--- config.mk ---
export PLATFORM = sky130hd
export DESIGN_NAME = mux_pipe_stage
export DESIGN_NICKNAME = d
export VERILOG_FILES = /design/src/rtl/mux_pipe_stage.sv
export SDC_FILE = /design/constraint.sdc
export NUM_CORES = 1
export LEC_CHECK = 0
export CAP_MARGIN = 40
export CORE_MARGIN = 5
export CORE_UTILIZATION = 40
export DETAILED_ROUTE_END_ITERATION = 7
export PLACE_DENSITY = 0.82
export SETUP_SLACK_MARGIN = 0.2
export SLEW_MARGIN = 10
export SYNTH_ARGS = -nofsm -noshare
export SYNTH_HDL_FRONTEND = slang
export SYNTH_SLANG_ARGS = --single-unit
--- constraint.sdc ---
create_clock -name clk -period 2.15 [get_ports clk]
set_input_delay 0.5375 -clock clk [delete_from_list [all_inputs] [get_ports clk]]
set_output_delay 0.5375 -clock clk [all_outputs]
set_load 0.02 [all_outputs]
--- src/rtl/mux_pipe_stage.sv ---
// mux_pipe_stage: N-way WIDTH-bit operand select with a registered,
// valid/ready flow-controlled output. A main register drives the outputs
// and one skid register absorbs a single beat of backpressure, so in_ready
// is a plain register and never depends combinationally on out_ready.
// Selects of NUM_IN or above deliver zero data with the error flag set.
module mux_pipe_stage #(
  parameter int WIDTH  = 32,
  parameter int NUM_IN = 4,
  localparam int SEL_W = (NUM_IN > 1) ? $clog2(NUM_IN) : 1
) (
  input  logic                    clk,
  input  logic                    rst_n,
  input  logic [NUM_IN*WIDTH-1:0] in_data,
  input  logic [SEL_W-1:0]        sel,
  input  logic                    in_valid,
  output logic                    in_ready,
  output logic [WIDTH-1:0]        out_data,
  output logic                    out_err,
  output logic                    out_valid,
  input  logic                    out_ready,
  input  logic                    flush
);

  // Channel count widened by one bit so every sel value compares cleanly.
  localparam logic [SEL_W:0] NUM_IN_CMP = (SEL_W+1)'(NUM_IN);

  logic [WIDTH-1:0] chan_s [NUM_IN];

  logic             sel_ok_s;
  logic [WIDTH-1:0] sel_data_s;
  logic             acc_s;
  logic             drn_s;

  logic [WIDTH-1:0] main_data_r, main_data_s;
  logic             main_err_r,  main_err_s;
  logic             main_valid_r, main_valid_s;
  logic [WIDTH-1:0] skid_data_r, skid_data_s;
  logic             skid_err_r,  skid_err_s;
  logic             skid_valid_r, skid_valid_s;
  logic             in_ready_r,  in_ready_s;

  for (genvar k = 0; k < NUM_IN; k++) begin : g_chan
    assign chan_s[k] = in_data[k*WIDTH +: WIDTH];
  end

  assign acc_s = in_valid & in_ready_r;
  assign drn_s = main_valid_r & out_ready;

  // Operand select for the current cycle; out-of-range selects give zero.
  always_comb begin
    sel_ok_s   = ({1'b0, sel} < NUM_IN_CMP);
    sel_data_s = '0;
    if (sel_ok_s) begin
      sel_data_s = chan_s[sel];
    end else begin
      sel_data_s = '0;
    end
  end

  // Next-state for main/skid storage: flush first, then occupancy-driven moves.
  always_comb begin
    main_data_s  = main_data_r;
    main_err_s   = main_err_r;
    main_valid_s = main_valid_r;
    skid_data_s  = skid_data_r;
    skid_err_s   = skid_err_r;
    skid_valid_s = skid_valid_r;
    in_ready_s   = in_ready_r;
    if (flush) begin
      main_valid_s = 1'b0;
      skid_valid_s = 1'b0;
      in_ready_s   = 1'b1;
    end else begin
      case ({main_valid_r, skid_valid_r})
        2'b00: begin
          if (acc_s) begin
            main_data_s  = sel_data_s;
            main_err_s   = ~sel_ok_s;
            main_valid_s = 1'b1;
          end else begin
            main_valid_s = 1'b0;
          end
        end
        2'b10: begin
          if (acc_s && drn_s) begin
            main_data_s = sel_data_s;
            main_err_s  = ~sel_ok_s;
          end else if (acc_s) begin
            skid_data_s  = sel_data_s;
            skid_err_s   = ~sel_ok_s;
            skid_valid_s = 1'b1;
            in_ready_s   = 1'b0;
          end else if (drn_s) begin
            main_valid_s = 1'b0;
          end else begin
            main_valid_s = 1'b1;
          end
        end
        2'b11: begin
          if (drn_s) begin
            main_data_s  = skid_data_r;
            main_err_s   = skid_err_r;
            skid_valid_s = 1'b0;
            in_ready_s   = 1'b1;
          end else begin
            skid_valid_s = 1'b1;
          end
        end
        default: begin
          // Skid full with main empty cannot occur; recover to empty.
          main_valid_s = 1'b0;
          skid_valid_s = 1'b0;
          in_ready_s   = 1'b1;
        end
      endcase
    end
  end

  // State registers with asynchronous clear to the empty stage.
  always_ff @(posedge clk or negedge rst_n) begin
    if (!rst_n) begin
      main_data_r  <= '0;
      main_err_r   <= 1'b0;
      main_valid_r <= 1'b0;
      skid_data_r  <= '0;
      skid_err_r   <= 1'b0;
      skid_valid_r <= 1'b0;
      in_ready_r   <= 1'b1;
    end else begin
      main_data_r  <= main_data_s;
      main_err_r   <= main_err_s;
      main_valid_r <= main_valid_s;
      skid_data_r  <= skid_data_s;
      skid_err_r   <= skid_err_s;
      skid_valid_r <= skid_valid_s;
      in_ready_r   <= in_ready_s;
    end
  end

  assign out_data  = main_data_r;
  assign out_err   = main_err_r;
  assign out_valid = main_valid_r;
  assign in_ready  = in_ready_r;

endmodule

* Yosys cells after proc, flatten, opt, wreduce, memory -nomap -nowiden
Index checks and enable logic that the tools add are counted.
** Word-level totals
- Bits in registers :: 68
- Output and inout port bits :: 35
- Word-level logic and storage cells :: 56
** Operators by class
- Magnitude comparators :: 1
- Equality and inequality tests :: 11
- Muxes and demuxes :: 25
- Bitwise logic cells :: 5
- Reductions and logical operators :: 8
** Operators by type and width (count)
- two-way mux 32 bit :: 5
- one-hot mux 32 bit (3 select lines) :: 1
- binary-select mux 32 bit (select 2 bit) :: 1
- two-way mux 1 bit :: 14
- inequality test 3 bit, second input constant :: 4
- one-hot mux 1 bit (3 select lines) :: 4
- inequality test 2 bit, second input constant :: 5
- AND reduction 4 bit :: 2
- AND reduction 3 bit :: 2
- AND reduction 5 bit :: 1
- equality test 2 bit, second input constant :: 2
- >= comparator 3 bit, second input constant :: 1
- inverter 2 -> 3 bit :: 1
- nonzero test 3 bit :: 1
- AND 1 bit :: 2
- zero test 2 bit :: 1
- inverter 1 bit :: 2
- logical AND 1 bit :: 1

* Logic depth before layout (Yosys ltp)
- Depth after elaboration :: 6
- Gate-level depth with buffers :: 5

* Worst setup path before layout
No wires, ideal clock.
- Path type :: register to register
- Start point :: reg in_ready_r, in the netlist in_ready
- End point :: reg main_data_r[0], in the netlist out_data[0]
- Setup time :: 0.125 ns
- Arrival :: 1.737 ns
- Required time :: 2.025 ns
- Setup slack :: 0.288 ns
- Stages on the path, launching flop included :: 5
- Period minus slack after synthesis :: 1.862 ns
- Path through :: dfstp_2 a21oi_1 a2111oi_4 buf_6 mux2_4
** On the way
- Word-level cells in the longest chain between the ends :: 4
- Elaborated cells on any way between the ends :: 5
- Classes of those cells :: eq/ne (2); bitwise (1); reduce/logical (2)
** RTL lines
- from (decl) :: line 40 : logic in_ready_r, in_ready_s;
- from (signal assigned) :: line 136 : in_ready_r <= in_ready_s;
- AND 1 bit * :: line 46 : assign acc_s = in_valid & in_ready_r;
- logical AND 1 bit :: line 85 : if (acc_s && drn_s) begin
- inequality test 2 bit (no source line)
- AND reduction 5 bit (no source line) *
- to (signal assigned) :: line 130 : main_data_r <= main_data_s;
- to (decl) :: line 34 : logic [WIDTH-1:0] main_data_r, main_data_s;
Mark *: on every way between the ends. The rest lies on a longest branch, timed or not.
A chain may end at the register's enable or synchronous reset.

* Worst setup path after layout
- Start point :: in out_ready
- End point :: reg main_data_r[16], in the netlist out_data[16]
** On the way
- Word-level cells in the longest chain between the ends :: 4
- Elaborated cells on any way between the ends :: 5
- Classes of those cells :: eq/ne (2); bitwise (1); reduce/logical (2)
** RTL lines
- from (decl) :: line 20 : input logic out_ready,
- AND 1 bit * :: line 47 : assign drn_s = main_valid_r & out_ready;
- logical AND 1 bit :: line 85
- inequality test 2 bit (no source line)
- AND reduction 5 bit (no source line) *
Marked as above.

==> reports/summary.txt <==
status = finished clean
initial core utilization = 0.405
crit path kind = in -> reg
die width = 114 um
Setup-failing EPs final = 0
largest net degree at the start of global routing = 68
crit path cell chain = clkdlybuf4s50_1 -> inv_1 -> a2111oi_4 -> buf_6 -> buf_16 -> mux2_4
gpl congestion = 0.781
GR Util All Layers = 0.189
Mapped Area = 0.00435 sq mm
Post-synth EDFFs = 0
area of the core = 0.0107 sq mm
total grt overflow = 0
final worst path period share = 0.901
vias in the first global route = 3905
layout cell share with drive strength beyond 1 = 0.217
first-pass GRT wire length = 19700 um
dominant cell type by area after synthesis = dfrtp_1
Num CTS Buffers = 9
Filler cells = 903
pre-CTS WS = -0.274 ns
Clock transition at path regs = 0.08 ns
Crit path arrival time = 2.16 ns
Startpoint Class = input pin
leakage = 2.94 nW
Post-Syn Nets = 476
CP peak stage delay = 0.48 ns
# hold bufs at CTS = 0
synth warn = 0
Avg Inst Size Synth = 12.8 sq um
worst skew pair latency = 0.33 ns
Final Util = 0.601
ys async rst share = 1.00
Die Y = 114 um
Post-DP Area = 0.00621 sq mm
area of the multi-input gates = 0.00249 sq mm
final wirelength = 12500 um
Main synth FF type = dfrtp_1
Register Area = 0.00168 sq mm
DR iter-0 viols = 141
Seq/Total Area, Yosys = 0.386
Worst path slowest cell = clkdlybuf4s50_1
PwrDens = 689 mW/mm^2
port bufs = 168
fin. max-slew vios = 0
endpoint class of the critical path = flip-flop
vias per inst = 5.34
# clock sinks = 67
type of the most critical hold path = in -> async
Top delay family on crit path = buffers and inverters
worst setup margin = 0.214 ns
CP required = 2.37 ns
Final Skew = 0.00958 ns
Buf/Inv on CP = 4
setup tns final = 0 ns
Design Power = 4.45 mW
Max Root-Sink Buffers = 2
Nets = 646
initial antenna violation count = 1
wire length per cell = 19.0 um
Clk Tree Root Cell = clkbuf_8
cells after synthesis = 341
RSZ-0062 raised after global routing = no
leading post-synthesis cells by instance count = mux2i_1, dfrtp_1, mux2_4
Yosys reg bits = 67
count leader, synth = mux2i_1
Fmax = 0.517 GHz
Final Hold Viols = 0
drt drc = 0
H-Tree Depth = 3
Layout area overhead = 48.6%
Design Area, Final = 0.00646 sq mm
FP Rows = 38
Max VDD drop = 0.375 mV
Crit Path Max Fanout = 16
Yosys cell types = 27
Ant. Diodes = 0
Final ANT Viol Nets = 0
Max-Cap Viols = 0
Die Area = 0.0131 sq mm
Yosys top cell area share = 0.380
CTS tree = yes
via count = 3500
min Tclk post-route = 1.94 ns
IO Pins = 170
hpwl dp = 8870 um
Synth area leaders = dfrtp_1, mux2i_1, mux2_4
TritonRoute pass-1 iters = 6
-- final cells by class --
class / instances / area share
clock inverter: 6 / 0.00504
tap: 140 / 0.0271
inverter: 1 / 0.000581
multi-input combinational: 240 / 0.385
timing repair buffer: 192 / 0.303
clock buffer: 10 / 0.0198
sequential: 67 / 0.260
-- report_power, final --
part | switching (mW) | internal (mW)
Combinational | 0.653 | 1.08
Sequential | 0.220 | 1.61
Clock | 0.480 | 0.409
-- cell families (layout without fill, tap and decap cells) --
logic type,Yosys count,in the layout,share of synthesized area
and+or+nand+nor,39,39,0.0469
muxes,160,160,0.439
other,1,1,0.000862
AOI/OAI and AO/OA,40,40,0.0812
DFF,67,67,0.386
buffers and inverters,34,209,0.0466
-- layer usage --
metal	routed length, um	share of wire	global-route usage	up-vias
met5	7	0.00056	0	-
met4	168	0.013	0.0483	2
met3	837	0.067	0.0502	18
met2	6320	0.51	0.337	143
met1	5130	0.41	0.225	1691
li1	-	-	-	1646
-- through the flow --
stage	instances	hold slack, ns
3_3_place_gp	637	0.475
4_1_cts	656	0.224
2_1_floorplan	341	0.242
6_report	656	0.200
3_5_place_dp	637	0.486
5_1_grt	656	0.224
-- sequential cells by signal (all words and copies together), names as in the netlist --
register and count:
in_ready 1, out_data 32, out_valid 1, skid_data_r 32, skid_valid_r 1
-- cell usage in the layout, fill, tap and decap left out, types with 5 or more instances in the layout --
cell             Yosys  final
mux2_4              60     60
nand3_1             32     32
buf_12               0      5
clkbuf_8             0      9
buf_4                3     17
mux2i_1             96     96
clkdlybuf4s50_1      0    162
dfrtp_1             66     65
o221ai_1            32     32
clkinv_2             0      5
-- worst paths after layout --
check                           cells past startpoint                   startpoint                          end  slack (ns)
worst min register to register                      1  skid_data_r[14]$_DFFE_PN0P_  skid_data_r[14]$_DFFE_PN0P_        0.50
max in group asynchronous                           2                        rst_n         in_ready$_DFFE_PN1P_        1.59
worst max-delay path                                6                    out_ready     out_data[16]$_DFFE_PN0P_        0.21
min in group clk                                    1  skid_data_r[14]$_DFFE_PN0P_  skid_data_r[14]$_DFFE_PN0P_        0.50
worst max register to register                      4         in_ready$_DFFE_PN1P_  skid_data_r[13]$_DFFE_PN0P_        0.27
worst min-delay path                                2                        rst_n  skid_data_r[29]$_DFFE_PN0P_        0.20
-- timing repair --
| item | in CTS | in global routing |
|---|---|---|
| resized for setup | 6 | 5 |
| cloned | 2 | 0 |
| setup endpoints to repair | 66 | 27 |
| buffers inserted | 1 | 0 |
Note: power is estimated with default switching activity, not from simulation.
